**config.mk**
```make
export PLATFORM = sky130hd
export DESIGN_NAME = key_165_scan
export DESIGN_NICKNAME = d
export VERILOG_FILES = /design/src/rtl/key_165_pkg.sv /design/src/rtl/sync_2ff.sv /design/src/rtl/key_165_scan.sv
export SDC_FILE = /design/constraint.sdc
export NUM_CORES = 1
export LEC_CHECK = 0
export BUFFER_PORTS_ARGS = -buffer_cell sky130_fd_sc_hd__buf_4
export CORE_MARGIN = 2
export CORE_UTILIZATION = 59
export CTS_CLUSTER_DIAMETER = 80
export CTS_CLUSTER_SIZE = 40
export DETAILED_ROUTE_END_ITERATION = 12
export PLACE_DENSITY = 0.78
export SLEW_MARGIN = 15
export SYNTH_ARGS = -nofsm -noshare
export SYNTH_HDL_FRONTEND = slang
export SYNTH_SLANG_ARGS = --single-unit
```
**constraint.sdc**
```tcl
create_clock -name sys_clk -period 2.8 [get_ports sys_clk]
set_input_delay 0.42 -clock sys_clk [delete_from_list [all_inputs] [get_ports sys_clk]]
set_output_delay 0.42 -clock sys_clk [all_outputs]
set_load 0.05 [all_outputs]
```
**src/rtl/key_165_pkg.sv**
```systemverilog
// Shared definitions for the 74HC165 chain reader: state encoding,
// default timing constants and a scan-length helper.
package key_165_pkg;

    localparam logic [1:0] S_IDLE  = 2'd0;
    localparam logic [1:0] S_LOAD  = 2'd1;
    localparam logic [1:0] S_SHIFT = 2'd2;
    localparam logic [1:0] S_DONE  = 2'd3;

    typedef enum logic [1:0] {
        ST_IDLE  = S_IDLE,
        ST_LOAD  = S_LOAD,
        ST_SHIFT = S_SHIFT,
        ST_DONE  = S_DONE
    } state_t;

    localparam int CLK_DIV_DEF      = 4;
    localparam int SCAN_CNT_MAX_DEF = 999_999;

    // Cycles from the start cycle up to and including the data_valid cycle.
    function automatic int scan_len(input int clk_div, input int data_w);
        return 2 * clk_div * (data_w + 1) + 1;
    endfunction

endpackage

```
**src/rtl/sync_2ff.sv**
```systemverilog
// Generic single-bit two-flop synchronizer with async active-low reset.
module sync_2ff (
    input  logic clk,
    input  logic rst_n,
    input  logic d,
    output logic q
);

    logic meta;

    // Two back-to-back flops give the first stage a full cycle to resolve.
    always_ff @(posedge clk or negedge rst_n) begin
        if (!rst_n) begin
            meta <= 1'b0;
            q    <= 1'b0;
        end else begin
            meta <= d;
            q    <= meta;
        end
    end

endmodule

```
**src/rtl/key_165_scan.sv**
```systemverilog
// 74HC165 chain reader: periodic or requested load, MSB-first serial
// capture, parallel word out with one-cycle valid and change pulses.
//
//  state  | meaning
//  -------+-------------------------------------------------------------
//  IDLE   | chain inhibited, waiting for scan_tick or scan_req
//  LOAD   | SH/LD low for 2*CLK_DIV cycles, latching the parallel pins
//  SHIFT  | DATA_W shift-clock periods; sample qh_s at end of low half
//  DONE   | one cycle: publish data, pulse data_valid / data_chg
module key_165_scan
    import key_165_pkg::*;
#(
    parameter int DATA_W       = 8,
    parameter int CLK_DIV      = CLK_DIV_DEF,
    parameter int SCAN_CNT_MAX = SCAN_CNT_MAX_DEF
) (
    input  logic              sys_clk,
    input  logic              sys_rst_n,
    input  logic              qh,
    input  logic              scan_req,
    output logic              sh_ld,
    output logic              shcp,
    output logic              clk_inh,
    output logic              busy,
    output logic [DATA_W-1:0] data,
    output logic              data_valid,
    output logic              data_chg
);

    localparam int TMR_W = $clog2(SCAN_CNT_MAX + 1);
    localparam int BIT_W = (DATA_W > 1) ? $clog2(DATA_W) : 1;

    localparam logic [7:0]       DIV_LAST = 8'(CLK_DIV - 1);
    localparam logic [BIT_W-1:0] BIT_LAST = BIT_W'(DATA_W - 1);
    localparam logic [TMR_W-1:0] TMR_LAST = TMR_W'(SCAN_CNT_MAX);

    logic              qh_s;
    logic [TMR_W-1:0]  tmr_cnt;
    logic              scan_tick;

    state_t            state, state_nxt;
    logic [7:0]        div_cnt, div_nxt;
    logic              half_hi, half_hi_nxt;
    logic [BIT_W-1:0]  bit_cnt, bit_nxt;
    logic              div_end;
    logic              shift_en;

    logic [DATA_W-1:0] sreg;

    logic              sh_ld_nxt;
    logic              shcp_nxt;
    logic              clk_inh_nxt;
    logic              busy_nxt;
    logic              publish;

    sync_2ff u_sync_qh (
        .clk   (sys_clk),
        .rst_n (sys_rst_n),
        .d     (qh),
        .q     (qh_s)
    );

    assign scan_tick = (tmr_cnt == TMR_LAST);
    assign div_end   = (div_cnt == DIV_LAST);

    // Free-running scan timer, 0..SCAN_CNT_MAX then wrap.
    always_ff @(posedge sys_clk or negedge sys_rst_n) begin
        if (!sys_rst_n) begin
            tmr_cnt <= '0;
        end else if (scan_tick) begin
            tmr_cnt <= '0;
        end else begin
            tmr_cnt <= tmr_cnt + 1'b1;
        end
    end

    // FSM state register.
    always_ff @(posedge sys_clk or negedge sys_rst_n) begin
        if (!sys_rst_n) begin
            state <= ST_IDLE;
        end else begin
            state <= state_nxt;
        end
    end

    // Next-state, counter and pin logic; pins are computed from the next
    // state so the registered outputs line up with the state register.
    always_comb begin
        state_nxt   = state;
        div_nxt     = div_cnt;
        half_hi_nxt = half_hi;
        bit_nxt     = bit_cnt;
        shift_en    = 1'b0;

        case (state)
            ST_IDLE: begin
                div_nxt     = '0;
                half_hi_nxt = 1'b0;
                bit_nxt     = '0;
                if (scan_tick || scan_req) begin
                    state_nxt = ST_LOAD;
                end
            end
            ST_LOAD: begin
                if (div_end) begin
                    div_nxt     = '0;
                    half_hi_nxt = ~half_hi;
                    if (half_hi) begin
                        state_nxt = ST_SHIFT;
                    end
                end else begin
                    div_nxt = div_cnt + 1'b1;
                end
            end
            ST_SHIFT: begin
                if (div_end) begin
                    div_nxt     = '0;
                    half_hi_nxt = ~half_hi;
                    if (!half_hi) begin
                        // qh_s has had the whole low half to settle
                        shift_en = 1'b1;
                    end else if (bit_cnt == BIT_LAST) begin
                        state_nxt = ST_DONE;
                    end else begin
                        bit_nxt = bit_cnt + 1'b1;
                    end
                end else begin
                    div_nxt = div_cnt + 1'b1;
                end
            end
            ST_DONE: begin
                state_nxt = ST_IDLE;
            end
            default: begin
                state_nxt = ST_IDLE;
            end
        endcase

        sh_ld_nxt   = (state_nxt != ST_LOAD);
        clk_inh_nxt = (state_nxt != ST_SHIFT);
        shcp_nxt    = (state_nxt == ST_SHIFT) && half_hi_nxt;
        busy_nxt    = (state_nxt != ST_IDLE);
        publish     = (state_nxt == ST_DONE);
    end

    // Half-period divider, half-phase flag and bit counter.
    always_ff @(posedge sys_clk or negedge sys_rst_n) begin
        if (!sys_rst_n) begin
            div_cnt <= '0;
            half_hi <= 1'b0;
            bit_cnt <= '0;
        end else begin
            div_cnt <= div_nxt;
            half_hi <= half_hi_nxt;
            bit_cnt <= bit_nxt;
        end
    end

    // Capture shift register, MSB first.
    always_ff @(posedge sys_clk or negedge sys_rst_n) begin
        if (!sys_rst_n) begin
            sreg <= '0;
        end else if (shift_en) begin
            sreg <= {sreg[DATA_W-2:0], qh_s};
        end
    end

    // Registered chain pins and busy, glitch-free by construction.
    always_ff @(posedge sys_clk or negedge sys_rst_n) begin
        if (!sys_rst_n) begin
            sh_ld   <= 1'b1;
            shcp    <= 1'b0;
            clk_inh <= 1'b1;
            busy    <= 1'b0;
        end else begin
            sh_ld   <= sh_ld_nxt;
            shcp    <= shcp_nxt;
            clk_inh <= clk_inh_nxt;
            busy    <= busy_nxt;
        end
    end

    // Publish the finished word; change flag compares against the old word.
    always_ff @(posedge sys_clk or negedge sys_rst_n) begin
        if (!sys_rst_n) begin
            data       <= '0;
            data_valid <= 1'b0;
            data_chg   <= 1'b0;
        end else begin
            data_valid <= publish;
            data_chg   <= publish && (sreg != data);
            if (publish) begin
                data <= sreg;
            end
        end
    end

`ifndef SYNTHESIS
    // A scan plus the return to IDLE must fit inside one timer period,
    // otherwise timed scans would be silently dropped.
    always @(posedge sys_clk) begin
        if (sys_rst_n) begin
            assert (SCAN_CNT_MAX + 1 > scan_len(CLK_DIV, DATA_W) + 1)
                else $error("key_165_scan: SCAN_CNT_MAX too small for one scan");
            assert (CLK_DIV >= 3 && CLK_DIV <= 255)
                else $error("key_165_scan: CLK_DIV out of range");
            assert (DATA_W >= 8 && (DATA_W % 8) == 0)
                else $error("key_165_scan: DATA_W must be a multiple of 8");
        end
    end
`endif

endmodule
```
# ---- Yosys cells after proc, flatten, opt, wreduce, memory -nomap -nowiden
# Index checks and enable logic that the tools add are counted.
dict set report op_classes {
  addsub 3
  bitwise 1
  n_reduce_logical 9
  n_mux 19
  eq_ne 14
}
# cell count
set ops {}
lappend ops {{$add 20x1->20 const B} 1}
lappend ops {{$eq 20x20->1 const B} 1}
lappend ops {{$mux 20} 1}
lappend ops {{$pmux 8 s2} 1}
lappend ops {{$mux 2} 6}
lappend ops {{$mux 3} 3}
lappend ops {{$add 8x1->8 const B} 1}
lappend ops {{$eq 2x2->1 const B} 4}
lappend ops {{$eq 8x2->1 const B} 1}
lappend ops {{$mux 8} 1}
lappend ops {{$ne 2x2->1 const B} 4}
lappend ops {{$ne 8x8->1} 1}
lappend ops {{$pmux 2 s4} 1}
lappend ops {{$pmux 3 s2} 1}
lappend ops {{$reduce_bool 2->1} 3}
lappend ops {{$mux 1} 4}
lappend ops {{$reduce_and 4->1} 1}
lappend ops {{$add 3x1->3 const B} 1}
lappend ops {{$eq 3x3->1 const B} 1}
lappend ops {{$eq 2x1->1 const B} 1}
lappend ops {{$logic_and 1x1->1} 2}
lappend ops {{$logic_not 2->1} 1}
lappend ops {{$ne 2x1->1 const B} 1}
lappend ops {{$pmux 1 s2} 1}
lappend ops {{3 further kinds} 3}
dict set report word_totals {
  out_inout_bits 14
  elab_cells 61
  register_bits 58
}

# ---- Depth between registers and ports, before layout
dict set report logic_depth {
  word_depth 7
  mapped_depth 7
  depth_no_buf 7
}

# ---- By module
# A second synthesis with hierarchy kept.
dict set report unflattened {
  cells_unflattened 242
  area_unflattened_um2 2761.4
}
# module area_per_inst_um2 cells_each n_inst
set modules_own_cells {}
lappend modules_own_cells {key_165_scan 2711.4 240 1}
lappend modules_own_cells {sync_2ff 50.0 2 1}

# ---- Least setup slack after synthesis
# Ideal clock, no wire load.
dict set report synth_path {
  kind {reg-to-reg}
  startpoint {register tmr_cnt[6]}
  endpoint {register data[0]}
  setup_ns 0.125
  t_required_ns 2.675
  t_arrival_ns 2.044
  stages_incl_launch_ff 6
  path_slack_ns 0.631
  cell_sequence {dfrtp_1 or4_4 nor4_4 a211oi_1 o221ai_4 mux2_2}
}
dict set report synth_via {
  elab_chain_cells 5
}
# element line_no
set synth_rtl {}
lappend synth_rtl {{from (decl)} key_165_scan.sv:38} ;# logic [TMR_W-1:0] tmr_cnt;
lappend synth_rtl {{from (signal assigned)} key_165_scan.sv:73} ;# tmr_cnt <= tmr_cnt + 1'b1;
lappend synth_rtl {{$eq 20x20->1} key_165_scan.sv:63} ;# assign scan_tick = (tmr_cnt == TMR_LAST);
lappend synth_rtl {{$logic_or 1x1->1} key_165_scan.sv:100} ;# if (scan_tick || scan_req) begin
lappend synth_rtl {{$mux 2} key_165_scan.sv:100}
lappend synth_rtl {{$pmux 2 s4} key_165_scan.sv:95} ;# case (state)
lappend synth_rtl {{$eq 2x2->1} key_165_scan.sv:143} ;# publish = (state_nxt == ST_DONE);
lappend synth_rtl {{to (signal assigned)} key_165_scan.sv:193} ;# data <= sreg;
lappend synth_rtl {{to (decl)} key_165_scan.sv:25} ;# output logic [DATA_W-1:0] data,
# No other way between the ends.
# A chain may end at the register's enable or synchronous reset.

# ---- Worst setup path in the final report
dict set report layout_path {
  startpoint {register tmr_cnt[6]}
  endpoint {register data[1]}
}
# Same word-level chain as after synthesis.

==> out/metrics.csv <==
metric;value;unit
die_area;5162;um^2
r2r-start;tmr_cnt[6];
max_slew.worst_pin.slew;0.7059;ns
worst_slack;0.3666;ns
clk_pin_slew;0.06;ns
cts_max_path_buffers;2;
fin_skew;0.008924;ns
synth_fp_nets;256;
end_kind;flip-flop;
cts_inserted_buffers;9;
h-tree-depth;3;
finalPower;1992;uW
synth_flop_cell;dfrtp_1;
root_buffer;clkbuf_8;
insertion_delay;0.33;ns
final_cell_mix;dfrtp_1, xor2_1, nor2_1, nand2_1, buf_4;
syn_area;2716;um^2
post_drt_via_cell_ratio;5.599;
drt_iter0_drc;98;
power_frac_clock;33.8;%
pwr_density_cell;648.5;nW/um^2
cp_max_fo;13;
yosysWarnings;0;
globalRouteTotalUtil;21.19;%
synth_edf_count;0;
synth.top_cell.area_share;51.59;%
criticalPathCategory;flip-flop to flip-flop;
die_h;71.85;um
vias;1814;
cts_tree;yes;
grt_max_degree;59;
syn_inst;242;
layout_commonest_cell;dfrtp_1;
hold_buffers;0;
pin_count;18;
hold_viol_final;0;
p_int;1393;uW
worstPathRequired;3.01;ns
status;finished, final reports clean;
die_w;71.85;um
use_met2;31.69;%
rsz0062_at_grt;false;
p_comb_share;18.7;%
p_leak;0.001556;uW
postCtsSetupRepairBufs;0;
postRouteAntennaNets;0;
drv_cap;0;
cts_num_sinks;58;
fmax;410.9;MHz
synth_cell_types;35;
wl_per_cell;14.34;um
final-instance-count-excl-fill;324;
crit_arrival;2.65;ns
n_antenna_cell;0;
start_util;61.96;%
dr.pass1.iters;4;
period_minus_slack;2.433;ns
syn_area_per_cell;11.22;um^2
finalNetCount;281;
switching_share;30.06;%
critPathLaunchType;flip-flop;
gp_congestion;0.8220;
setup_viol_count_final;0;
drc;0;
post-place-cells;308;
grtUsageMet1;28.27;%
worstSetupStartpoint;tmr_cnt[6];
grt_most_used_layer;met2;
dpl_worst_slack;0.4102;ns
syn2layout_area_growth;13.08;%
grt_pass1_vias;1817;
yosys-top-cells-area;dfrtp_1, xor2_1, mux2_2, ha_1, xnor2_1;
port_buffers;17;
fin_setup_tns;0;ns
synthArstFlopShare;100.0;%
p_switching;598.7;uW
seqPwrFrac;47.5;%
coreArea;4384;um^2
slew_headroom;52.94;%
yosysSeqAreaShare;53.52;%
finalCritPeriodShare;86.91;%
gr-usage-met3;6.892;%
reg2reg_depth;5;
yosys.area.top_type;dfrtp_1;
rows;24;
dpl.hpwl;3.140;mm
area.sequential;1454;um^2
slew_violations;0;
drive_gt1_share;20.22;%
multi_input_area;1206;um^2
hold_class;primary input to async pin;
drt-total-wl;4.647;mm
grt_overflow;0;
grt_pass1_wl;8.217;mm
ctsResizeCount;0;
ir_drop;0.4707;mV
n_fill_cell;315;
yosys_register_bits;58;
grt_antenna_before_repair;0;
[kinds of logic after synthesis]
| logic type | Yosys count | share of synthesized area [%] |
|---|---|---|
| adder cells (fa/ha/maj) | 10 | 4.606 |
| XOR/XNOR | 32 | 10.32 |
| multiplexers | 16 | 6.633 |
| flip-flops | 58 | 53.52 |
| AND/OR/NAND/NOR | 89 | 17.55 |
| buffers and inverters | 15 | 2.073 |
| AO/OA/AOI/OAI | 22 | 5.297 |
[Yosys cell counts (all sizes together) (5+ instances only)]
library cell and instances:
ha 10, nand3 14, nor4 5, xnor2 10, mux2 16, nand2 20
inv 12, nor2 20, o21ai 9, dfrtp 56, and3 7, xor2 22
a21oi 7
[path summary, 6_finish.rpt]
check	to	slack, ns
hold reg to reg	u_sync_qh.q	0.36
hold / removal	tmr_cnt[13]	0.15
min in group sys_clk	u_sync_qh.meta	0.19
setup / recovery	data[1]	0.37
max in group asynchronous	tmr_cnt[0]	2.19
setup reg to reg	data[1]	0.37
[critical path, stage by stage (launching register included)]
cell and delay, ns:
dfrtp_1 0.44, or4_4 0.57, nor4_4 0.34, and2_2 0.39, o221ai_4 0.24, mux2_2 0.34
[state kept, by name, summed over array words and instances (netlist names)]
signal,count
bit_cnt,3
busy,1
clk_inh,1
data,8
data_chg,1
data_valid,1
div_cnt,8
half_hi,1
sh_ld,1
shcp,1
sreg,8
state,2
tmr_cnt,20
u_sync_qh.meta,1
u_sync_qh.q,1
[per-layer routing]
metal / share of wire (%) / vias up
met1: 47 / 884
li1: - / 885
met3: 3.8 / 12
met2: 47 / 33
met5: 0 / -
met4: 1.9 / 0
[power by group through the flow]
stage	logic (uW)	registers, uW	clock network [uW]
final	372	947	673
after global routing	420	956	729
after CTS	376	947	695
after detailed placement	375	961	0
after global placement	366	960	0
after floorplan	215	1010	0
[cell type report]
class                           count  area share (%)
Clock inverter                      3          0.4888
Timing Repair Buffer               17           4.155
Multi-Input combinational cell    169           39.27
Sequential cell                    58           47.33
Tap cell                           52           2.118
Clock buffer                       13           5.173
Inverter                           12           1.466
[per-stage QoR]
step                      utilization, %  hold WS, ns  area [um^2]
after CTS                          70.06       0.1575         3072
after global routing               70.06       0.1792         3072
after detailed placement           66.10       0.3418         2898
final                              70.06       0.1473         3072
after floorplan                        -       0.1244         2716
after global placement             66.10       0.3322         2898
Power figures use the tool's default switching activity.
